===== src/rtl/axon_array_ctrl.sv =====
// Tile sequencer for the AXON PE array: clears accumulators, feeds k_len operands, flushes skew, drains rows.
// Optional macro AXON_CTRL_PERF_EN adds saturating busy/stall cycle counters (perf_cycles, perf_stalls).
module axon_array_ctrl #(
    parameter int DIMENSION  = 16,
    parameter int ADDR_WIDTH = 10,
    parameter int K_WIDTH    = 10
) (
    input  logic                         clk,
    input  logic                         rst_n,
    input  logic                         start,
    input  logic [K_WIDTH-1:0]           k_len,
    input  logic [ADDR_WIDTH-1:0]        ifmap_base,
    input  logic [ADDR_WIDTH-1:0]        weight_base,
    input  logic [ADDR_WIDTH-1:0]        out_base,
    input  logic                         stall,
    output logic                         busy,
    output logic                         done,
    output logic                         cfg_err,
    output logic                         acc_clr,
    output logic                         rd_en,
    output logic [ADDR_WIDTH-1:0]        ifmap_addr,
    output logic [ADDR_WIDTH-1:0]        weight_addr,
    output logic                         pe_en,
    output logic                         out_we,
    output logic [$clog2(DIMENSION)-1:0] out_sel,
    output logic [ADDR_WIDTH-1:0]        out_addr
`ifdef AXON_CTRL_PERF_EN
    ,
    output logic [31:0]                  perf_cycles,
    output logic [31:0]                  perf_stalls
`endif
);

    localparam int SEL_W = $clog2(DIMENSION);
    localparam int FL_W  = $clog2(2 * DIMENSION);
    localparam logic [FL_W-1:0]  FLUSH_LAST = FL_W'(2 * DIMENSION - 2);
    localparam logic [SEL_W-1:0] ROW_LAST   = SEL_W'(DIMENSION - 1);

    typedef enum logic [2:0] {
        S_IDLE, S_CLEAR, S_FEED, S_FLUSH, S_DRAIN, S_DONE
    } state_t;

    state_t                r_state, w_next;
    logic [K_WIDTH-1:0]    r_k_len, r_kcnt;
    logic [ADDR_WIDTH-1:0] r_ifmap_base, r_weight_base, r_out_base;
    logic [FL_W-1:0]       r_fcnt;
    logic [SEL_W-1:0]      r_row;
    logic                  r_cfg_err;
    logic                  w_accept, w_reject, w_k_last, w_f_last, w_r_last;

    assign w_accept = (r_state == S_IDLE) && start && (k_len != '0);
    assign w_reject = (r_state == S_IDLE) && start && (k_len == '0);
    assign w_k_last = (r_kcnt == r_k_len - K_WIDTH'(1));
    assign w_f_last = (r_fcnt == FLUSH_LAST);
    assign w_r_last = (r_row == ROW_LAST);

    always_ff @(posedge clk or negedge rst_n) begin
        if (!rst_n) r_state <= S_IDLE;
        else        r_state <= w_next;
    end

    always_comb begin
        w_next  = r_state;
        busy    = (r_state != S_IDLE);
        done    = 1'b0;
        acc_clr = 1'b0;
        rd_en   = 1'b0;
        pe_en   = 1'b0;
        out_we  = 1'b0;
        case (r_state)
            S_IDLE:  if (w_accept) w_next = S_CLEAR;
            S_CLEAR: begin
                acc_clr = 1'b1;
                w_next  = S_FEED;
            end
            S_FEED: begin
                rd_en = !stall;
                pe_en = !stall;
                if (!stall && w_k_last) w_next = S_FLUSH;
            end
            S_FLUSH: begin
                pe_en = !stall;
                if (!stall && w_f_last) w_next = S_DRAIN;
            end
            S_DRAIN: begin
                out_we = !stall;
                if (!stall && w_r_last) w_next = S_DONE;
            end
            S_DONE: begin
                done   = 1'b1;
                w_next = S_IDLE;
            end
            default: w_next = S_IDLE;
        endcase
    end

    // Counters only advance on unstalled cycles, so addresses and out_sel hold under stall.
    always_ff @(posedge clk or negedge rst_n) begin
        if (!rst_n) begin
            r_k_len       <= '0;
            r_kcnt        <= '0;
            r_ifmap_base  <= '0;
            r_weight_base <= '0;
            r_out_base    <= '0;
            r_fcnt        <= '0;
            r_row         <= '0;
            r_cfg_err     <= 1'b0;
        end else begin
            r_cfg_err <= w_reject;
            if (w_accept) begin
                r_k_len       <= k_len;
                r_ifmap_base  <= ifmap_base;
                r_weight_base <= weight_base;
                r_out_base    <= out_base;
                r_kcnt        <= '0;
                r_fcnt        <= '0;
                r_row         <= '0;
            end else if (!stall) begin
                case (r_state)
                    S_FEED:  if (!w_k_last) r_kcnt <= r_kcnt + K_WIDTH'(1);
                    S_FLUSH: if (!w_f_last) r_fcnt <= r_fcnt + FL_W'(1);
                    S_DRAIN: if (!w_r_last) r_row  <= r_row + SEL_W'(1);
                    default: ;
                endcase
            end
        end
    end

    assign cfg_err     = r_cfg_err;
    assign ifmap_addr  = r_ifmap_base + ADDR_WIDTH'(r_kcnt);
    assign weight_addr = r_weight_base + ADDR_WIDTH'(r_kcnt);
    assign out_sel     = r_row;
    assign out_addr    = r_out_base + ADDR_WIDTH'(r_row);

`ifdef AXON_CTRL_PERF_EN
    logic [31:0] r_perf_cycles, r_perf_stalls;

    always_ff @(posedge clk or negedge rst_n) begin
        if (!rst_n) begin
            r_perf_cycles <= '0;
            r_perf_stalls <= '0;
        end else if (w_accept) begin
            r_perf_cycles <= '0;
            r_perf_stalls <= '0;
        end else if (r_state != S_IDLE) begin
            if (r_perf_cycles != '1)          r_perf_cycles <= r_perf_cycles + 32'd1;
            if (stall && r_perf_stalls != '1) r_perf_stalls <= r_perf_stalls + 32'd1;
        end
    end

    assign perf_cycles = r_perf_cycles;
    assign perf_stalls = r_perf_stalls;
`endif

endmodule


===== config.mk =====
export PLATFORM = sky130hd
export DESIGN_NAME = axon_array_ctrl
export DESIGN_NICKNAME = d
export VERILOG_FILES = /design/src/rtl/axon_array_ctrl.sv
export SDC_FILE = /design/constraint.sdc
export NUM_CORES = 1
export LEC_CHECK = 0
export BUFFER_PORTS_ARGS = -buffer_cell sky130_fd_sc_hd__buf_2
export CAP_MARGIN = 20
export CORE_UTILIZATION = 42
export DETAILED_ROUTE_END_ITERATION = 10
export PLACE_DENSITY_LB_ADDON = 0.3
export SLEW_MARGIN = 40
export SYNTH_ARGS = -nofsm -noshare
export SYNTH_HDL_FRONTEND = slang
export SYNTH_SLANG_ARGS = --single-unit

===== constraint.sdc =====
create_clock -name clk -period 6.7 [get_ports clk]
set_clock_uncertainty 0.1 [all_clocks]
set_input_delay 1.34 -clock clk [delete_from_list [all_inputs] [get_ports clk]]
set_output_delay 1.34 -clock clk [all_outputs]
set_load 0.03 [all_outputs]

==> results by group, run 1 <==
Layout
  • Antenna cells: 0
  • Final #Nets: 621
  • Share of layout cells above drive strength 1: 20.0%
  • Register Area: 0.00158 mm²
  • Filler Cell Count: 910
  • Layout area overhead: 18.5%
  • Fin area: 0.00473 mm²
  • Footprint of the multi-input gates: 0.00225 mm²

Synth
  • Cells after Synth: 466
  • Synthesized flop and latch total: 63
  • Netlist Area Pre-Place: 0.00399 mm²
  • Register area share after synthesis: 39.5%
  • Number of enable flip-flop cells after synthesis: 0
  • Synth Warn #: 0
  • Top_reg_cell synth: dfrtp_1
  • FFs w/ async S/R, synth: 100%
  • Synthesized Nets: 540
  • Syn_area_per_cell: 8.56 µm²
  • Number of distinct library cells after synthesis: 53

Floorplanning
  • Die footprint: 0.00989 mm²
  • Boundary Pins: 85
  • Die Y: 99.4 µm
  • Num rows: 35
  • Core Region: 0.00924 mm²
  • Initial core utilization: 43.2%
  • Die W: 99.4 µm

Setup path
  • R2r startpoint: r_k_len[0]
  • CP Class: flop to output pin
  • FF-to-FF End: r_kcnt[1]
  • CP startpoint kind: flop
  • CP max FO: 8
  • R2R depth: 7
  • Flop2flop setup slack: 3.85 ns
  • WP data required: 5.26 ns
  • Worst setup EP type: output pin
  • CP arrival: 2.99 ns

Timing
  • Rel. slew slack: 48.9%
  • Fmax: 226 MHz
  • Fin crit share: 66.1%
  • Final Critical Period: 4.43 ns
  • Fin. max-slew vios: 0
  • Final Hold Vio Count: 0
  • Final setup violating endpoints: 0
  • Setup TNS: 0 ns
  • Worst Max-Slew Pin Slew: 0.767 ns
  • RSZ-0062 raised after global routing: no

Status
  • Run status: completed

Routing
  • Routed wire length: 9.05 mm
  • Post-DRT Antenna Nets: 0
  • DRT Pass-1 Iters: 4
  • DR vias/cell: 5.04
  • # DRC: 0
  • Routed len/inst: 13.3 µm
  • DR vias: 3,428
  • Iteration-0 DRC Markers: 85

Hold path
  • Worst Hold Path EP: r_weight_base[3]
  • Hold depth: 2
  • Hold Path Origin: r_weight_base[3]
  • Hold Crit Class: flop to flop

Clocking
  • CTS root buf: clkbuf_8
  • CTS Hold Buffers Added: 0
  • Clock tree buffer depth: 2
  • CTS Buf Count: 9
  • Post CTS Setup Buffer Count: 0
  • Clk sinks: 63
  • CTS tree: done
  • Htree depth: 3
  • Post-CTS sizing: 0
  • Clk_lat worst skew: 0.34 ns
  • CTS clk-pin slew, worst paths: 0.07 ns

Global routing
  • Total GRT Usage: 19.5%
  • Antenna violations before repair: 0
  • Global-route wire length before repair: 15.4 mm
  • Largest net degree at the start of global routing: 38
  • GR Overflow Total: 0
  • Vias in the first global route: 3,343

Power and ir drop
  • Leakage: 2.45 nW
  • Max VDD drop: 0.000324 V
  • Power density over the cells: 512 mW/mm²

Placed design
  • DP Area: 0.00455 mm²
  • Placed wire-length estimate: 6.64 mm
  • Routability-driven placement congestion ratio: 0.783
  • PortBufs: 84

Flow run
  • Max Cap Viol: 0
[layer usage]
layer | track usage [%] | share of wire [%]
met5 | 0 | 0
met3 | 2.81 | 3.8
met2 | 33.0 | 48
met1 | 25.8 | 47
met4 | 6.11 | 0.67
[cell families after synthesis]
| kind of cell | synth area share, % |
|---|---|
| mux | 0.251 |
| compound gates | 12.3 |
| xor+xnor | 9.22 |
| buf+inv | 4.14 |
| fa+ha+maj | 9.98 |
| flops | 39.5 |
| simple gates | 24.6 |
[cells in the mapped netlist, types with 2 or more instances]
| cell | n | area share [%] |
|---|---|---|
| o21bai_1 | 3 | 0.56 |
| or3_1 | 2 | 0.31 |
| a211oi_1 | 5 | 0.94 |
| and2_1 | 2 | 0.31 |
| fa_1 | 3 | 1.5 |
| nand3b_1 | 2 | 0.38 |
| nand4_1 | 6 | 0.94 |
| o21ai_0 | 17 | 2.1 |
| dfrtp_1 | 63 | 40 |
| nand2b_1 | 2 | 0.31 |
| a21oi_1 | 19 | 2.4 |
| o211ai_1 | 5 | 0.94 |
| nor2b_1 | 7 | 1.1 |
| o41ai_1 | 2 | 0.44 |
| nor3_1 | 7 | 0.88 |
| nand2_1 | 120 | 11 |
| nor4_1 | 2 | 0.31 |
| nor2_1 | 30 | 2.8 |
| xnor2_1 | 23 | 5.1 |
| a211o_1 | 2 | 0.44 |
| xor2_1 | 19 | 4.2 |
| and3_1 | 3 | 0.47 |
| or4_1 | 5 | 0.94 |
| o31ai_1 | 8 | 1.5 |
| ha_1 | 27 | 8.5 |
| a21o_1 | 5 | 0.94 |
| clkbuf_1 | 16 | 1.5 |
| nand3_1 | 12 | 1.5 |
| inv_1 | 25 | 2.4 |
[registers in the layout, indices dropped and copies added (netlist names)]
signal / count
cfg_err: 1
out_sel: 4
r_fcnt: 5
r_ifmap_base: 10
r_k_len: 10
r_kcnt: 10
r_out_base: 10
r_state: 3
r_weight_base: 10
[metrics by stage]
step / std cells / hold slack, ns / util [%] / setup WS (ns) / total power, W
2_1_floorplan: 466 / 0.350 / - / 2.64 / 0.00177
3_3_place_gp: 664 / 0.363 / 49.0 / 2.69 / 0.00209
3_5_place_dp: 665 / 0.368 / 49.2 / 2.62 / 0.00212
4_1_cts: 680 / 0.385 / 51.1 / 2.26 / 0.00244
5_1_grt: 680 / 0.412 / 51.1 / 1.94 / 0.00262
6_report: 680 / 0.384 / 51.1 / 2.27 / 0.00242
[worst max path at each step]
stage	start	end	slack, ns
floorplan	r_kcnt[1]	ifmap_addr[9]	2.64
global placement	r_kcnt[1]	weight_addr[9]	2.69
detailed placement	r_kcnt[1]	weight_addr[9]	2.62
CTS	r_kcnt[1]	weight_addr[9]	2.26
global route	r_kcnt[1]	weight_addr[9]	1.94
finish	r_kcnt[1]	weight_addr[9]	2.27
[cell type report]
| cell class | instances | area share, % |
|---|---|---|
| inverters | 25 | 1.99 |
| well taps | 129 | 3.42 |
| multi-input cells | 360 | 47.7 |
| clock buffers | 10 | 2.70 |
| repair buffers | 88 | 9.80 |
| clock inverters | 5 | 1.06 |
| flip-flops and latches | 63 | 33.4 |
[placed cells by master, fill, tap and decap left out, drive strengths merged, types with 8 or more instances in the layout]
master	n
a21oi	20
buf	88
clkbuf	10
dfrtp	63
ha	27
inv	25
nand2	120
nand3	12
nor2	30
nor3	8
o21ai	17
o31ai	8
xnor2	23
xor2	19
[power by group]
| group | switching [W] | internal (W) | leakage (nW) |
|---|---|---|---|
| Clock | 0.000144 | 0.000167 | 0.0957 |
| Combinational | 0.000883 | 0.000500 | 1.54 |
| Sequential | 0.000187 | 0.000539 | 0.814 |
| Total | 0.00121 | 0.00121 | 2.45 |
[critical path: stages, from the launching register on]
cell	delay, ns
dfrtp_1	0.47
ha_1	0.32
a21o_1	0.18
a21oi_1	0.22
o21bai_1	0.12
a2111oi_0	0.65
o31ai_1	0.15
a21oi_1	0.19
xnor2_1	0.13
buf_2	0.22
Power figures use the tool's default switching activity.
==> run 2: changes to the inputs <==
==> constraint.sdc (replaced) <==
create_clock -name clk -period 3.9 [get_ports clk]
set_clock_uncertainty 0.1 [all_clocks]
set_input_delay 0.78 -clock clk [delete_from_list [all_inputs] [get_ports clk]]
set_output_delay 0.78 -clock clk [all_outputs]
set_load 0.03 [all_outputs]
==> run 2 against run 1 <==
Effect of this change:
- cell area is 0.29% higher
- non-clock buffer count did not move
- flip-flop and latch count is the same
- worst setup slack lost 2.0 ns
- first-iteration DRC count grew 1.2%
- clock-buffer cell count up 2
- register-to-register slack got worse by 2.8 ns
- sequential share of layout area decreased by 0.097 points
- critical path type unchanged
- highest routed layer unchanged
==> results by group, run 2 (synthesized netlist as in run 1, its figures left out) <==
Status
  • Run status: completed

Layout
  • Most common cell after layout, fill and taps aside: nand2_1
  • Register Area: 0.00158 mm² (unchanged)
  • Share of layout cells above drive strength 1: 20.3% (+0.33 points)
  • Filler Cell Count: 879 (-3.4%)
  • Layout area overhead: 18.9%
  • Fin area: 0.00474 mm² (+0.29%)
  • Footprint of the multi-input gates: 0.00227 mm² (+0.61%)
  • Most frequent cells in the layout: 120 x nand2_1, 84 x buf_2, 63 x dfrtp_1
  • Antenna cells: 0 (unchanged)
  • Final #Nets: 621 (unchanged)

Routing
  • Iteration-0 DRC Markers: 86 (+1.2%)
  • DR vias: 3,449 (+0.61%)
  • Routed len/inst: 13.5 µm (+1.2%)
  • # DRC: 0 (unchanged)
  • Post-DRT Antenna Nets: 0 (unchanged)
  • Routed wire length: 9.17 mm (+1.3%)
  • DRT Pass-1 Iters: 4 (unchanged)
  • DR vias/cell: 5.06 (+0.46%)

Clocking
  • Clk sinks: 63 (unchanged)
  • CTS root buf: clkbuf_8
  • Clk_lat worst skew: 0.34 ns (about the same)
  • Post-CTS sizing: 0 (unchanged)
  • CTS tree: done
  • Clock tree buffer depth: 2 (unchanged)
  • CTS clk-pin slew, worst paths: 0.07 ns (about the same)
  • CTS Hold Buffers Added: 0 (unchanged)
  • Post CTS Setup Buffer Count: 0 (unchanged)
  • Htree depth: 3 (unchanged)
  • CTS Buf Count: 9 (unchanged)

Setup path
  • R2r startpoint: r_k_len[0]
  • CP max FO: 8 (unchanged)
  • WP data required: 3.02 ns (-2.24 ns)
  • CP Class: flop to output pin
  • Start point of the critical path: r_kcnt[1]
  • Flop2flop setup slack: 1.04 ns (-2.81 ns)
  • Worst setup EP type: output pin
  • R2R depth: 7 (unchanged)
  • CP startpoint kind: flop
  • FF-to-FF End: r_kcnt[1]
  • CP arrival: 2.75 ns (-0.24 ns)

Floorplanning
  • Num rows: 35 (unchanged)
  • Die Y: 99.4 µm (unchanged)
  • Boundary Pins: 85 (unchanged)
  • Initial core utilization: 43.2% (unchanged)
  • Die W: 99.4 µm (unchanged)
  • Die footprint: 0.00989 mm² (unchanged)
  • Core Region: 0.00924 mm² (unchanged)

Timing
  • Setup TNS: 0 ns (unchanged)
  • Worst Max-Slew Pin Slew: 0.725 ns (-0.0416 ns)
  • Fmax: 276 MHz
  • Fin. max-slew vios: 0 (unchanged)
  • Final Hold Vio Count: 0 (unchanged)
  • Fin crit share: 93.0%
  • RSZ-0062 raised after global routing: no
  • Rel. slew slack: 51.6% (+2.8 points)
  • Final setup violating endpoints: 0 (unchanged)
  • Final Critical Period: 3.63 ns

Global routing
  • Total GRT Usage: 19.9% (+0.44 points)
  • Antenna violations before repair: 0 (unchanged)
  • Global-route wire length before repair: 15.5 mm (+0.45%)
  • Largest net degree at the start of global routing: 45 (+18%)
  • Vias in the first global route: 3,340 (-0.090%)
  • GR Overflow Total: 0 (unchanged)

Hold path
  • Hold Crit Class: primary input to async pin

Power and ir drop
  • Clk pwr share: 13.4% (+0.5 points)
  • Sequential share of power: 29.4% (-0.6 points)
  • NetSw: 0.00210 W (+73%)
  • Switch share: 49.9% (-0.21 points)
  • Max VDD drop: 0.000493 V (+52%)
  • Power density over the cells: 886 mW/mm² (+73%)
  • Leakage: 2.46 nW (+0.46%)
  • Logic pwr share: 57.2% (about the same)
  • Int Power: 0.00210 W (+74%)

Flow run
  • Max Cap Viol: 0 (unchanged)

Placed design
  • Placed wire-length estimate: 6.62 mm (-0.20%)
  • PortBufs: 84 (unchanged)
  • Routability-driven placement congestion ratio: 0.763 (-2.5%)
  • DP Area: 0.00454 mm² (-0.28%)
[run 2: cell types whose count changed in the layout (fill, tap and decap cells not counted)]
| cell | change |
|---|---|
| buf_4 | +1 |
| clkbuf_1 | +1 |
| a2111oi_0 | -1 |
| clkinv_2 | -1 |
| clkbuf_8 | +1 |
| a2111oi_2 | +1 |
| o41ai_1 | -1 |
| o41ai_2 | +1 |
| buf_12 | -1 |
[run 2: critical path: stages, from the launching register on]
cell,delay [ns]
dfrtp_1,0.47
ha_1,0.32
a21o_1,0.18
a21oi_1,0.21
o21bai_1,0.13
a2111oi_2,0.44
o31ai_1,0.12
a21oi_1,0.18
xnor2_1,0.13
buf_2,0.22
[run 2: how the worst max path moves through the flow]
stage                                end  slack [ns]  cells after the start
after floorplan            ifmap_addr[9]        0.40                      8
after global placement    weight_addr[9]        0.45                      9
after detailed placement  weight_addr[9]        0.42                      9
after CTS                 weight_addr[9]        0.04                      9
after global routing      weight_addr[9]        0.03                      9
final                     weight_addr[9]        0.27                      9
[run 2: metal layers]
layer	track usage (%)	vias up	wire length [µm]
met5	0	-	0
met3	3.37	14	320
li1	-	1745	-
met1	25.5	1619	4180
met4	8.60	0	167
met2	33.3	71	4500
[run 2: power by group through the flow]
stage | logic (W) | registers (W) | clock network [W]
floorplan | 0.00189 | 0.00115 | 0
global placement | 0.00237 | 0.00123 | 0
detailed placement | 0.00241 | 0.00124 | 0
CTS | 0.00242 | 0.00123 | 0.000578
global route | 0.00267 | 0.00128 | 0.000608
finish | 0.00240 | 0.00123 | 0.000563
[run 2: metrics by stage]
stage	power, W	setup slack, ns	util (%)	hold WS (ns)	cells
3_5_place_dp	0.00365	0.415	49.1	0.368	665
4_1_cts	0.00423	0.0363	51.1	0.302	681
6_report	0.00420	0.275	51.3	0.291	681
5_1_grt	0.00456	0.0341	51.3	0.318	681
3_3_place_gp	0.00360	0.450	49.1	0.363	665
2_1_floorplan	0.00304	0.404	-	0.350	466
[run 2: area by class of cell]
| class | count | area share, % |
|---|---|---|
| tap | 129 | 3.41 |
| multi-input combinational | 360 | 47.8 |
| sequential | 63 | 33.3 |
| timing repair buffer | 88 | 9.50 |
| clock inverter | 4 | 0.950 |
| clock buffer | 12 | 3.06 |
| inverter | 25 | 1.98 |
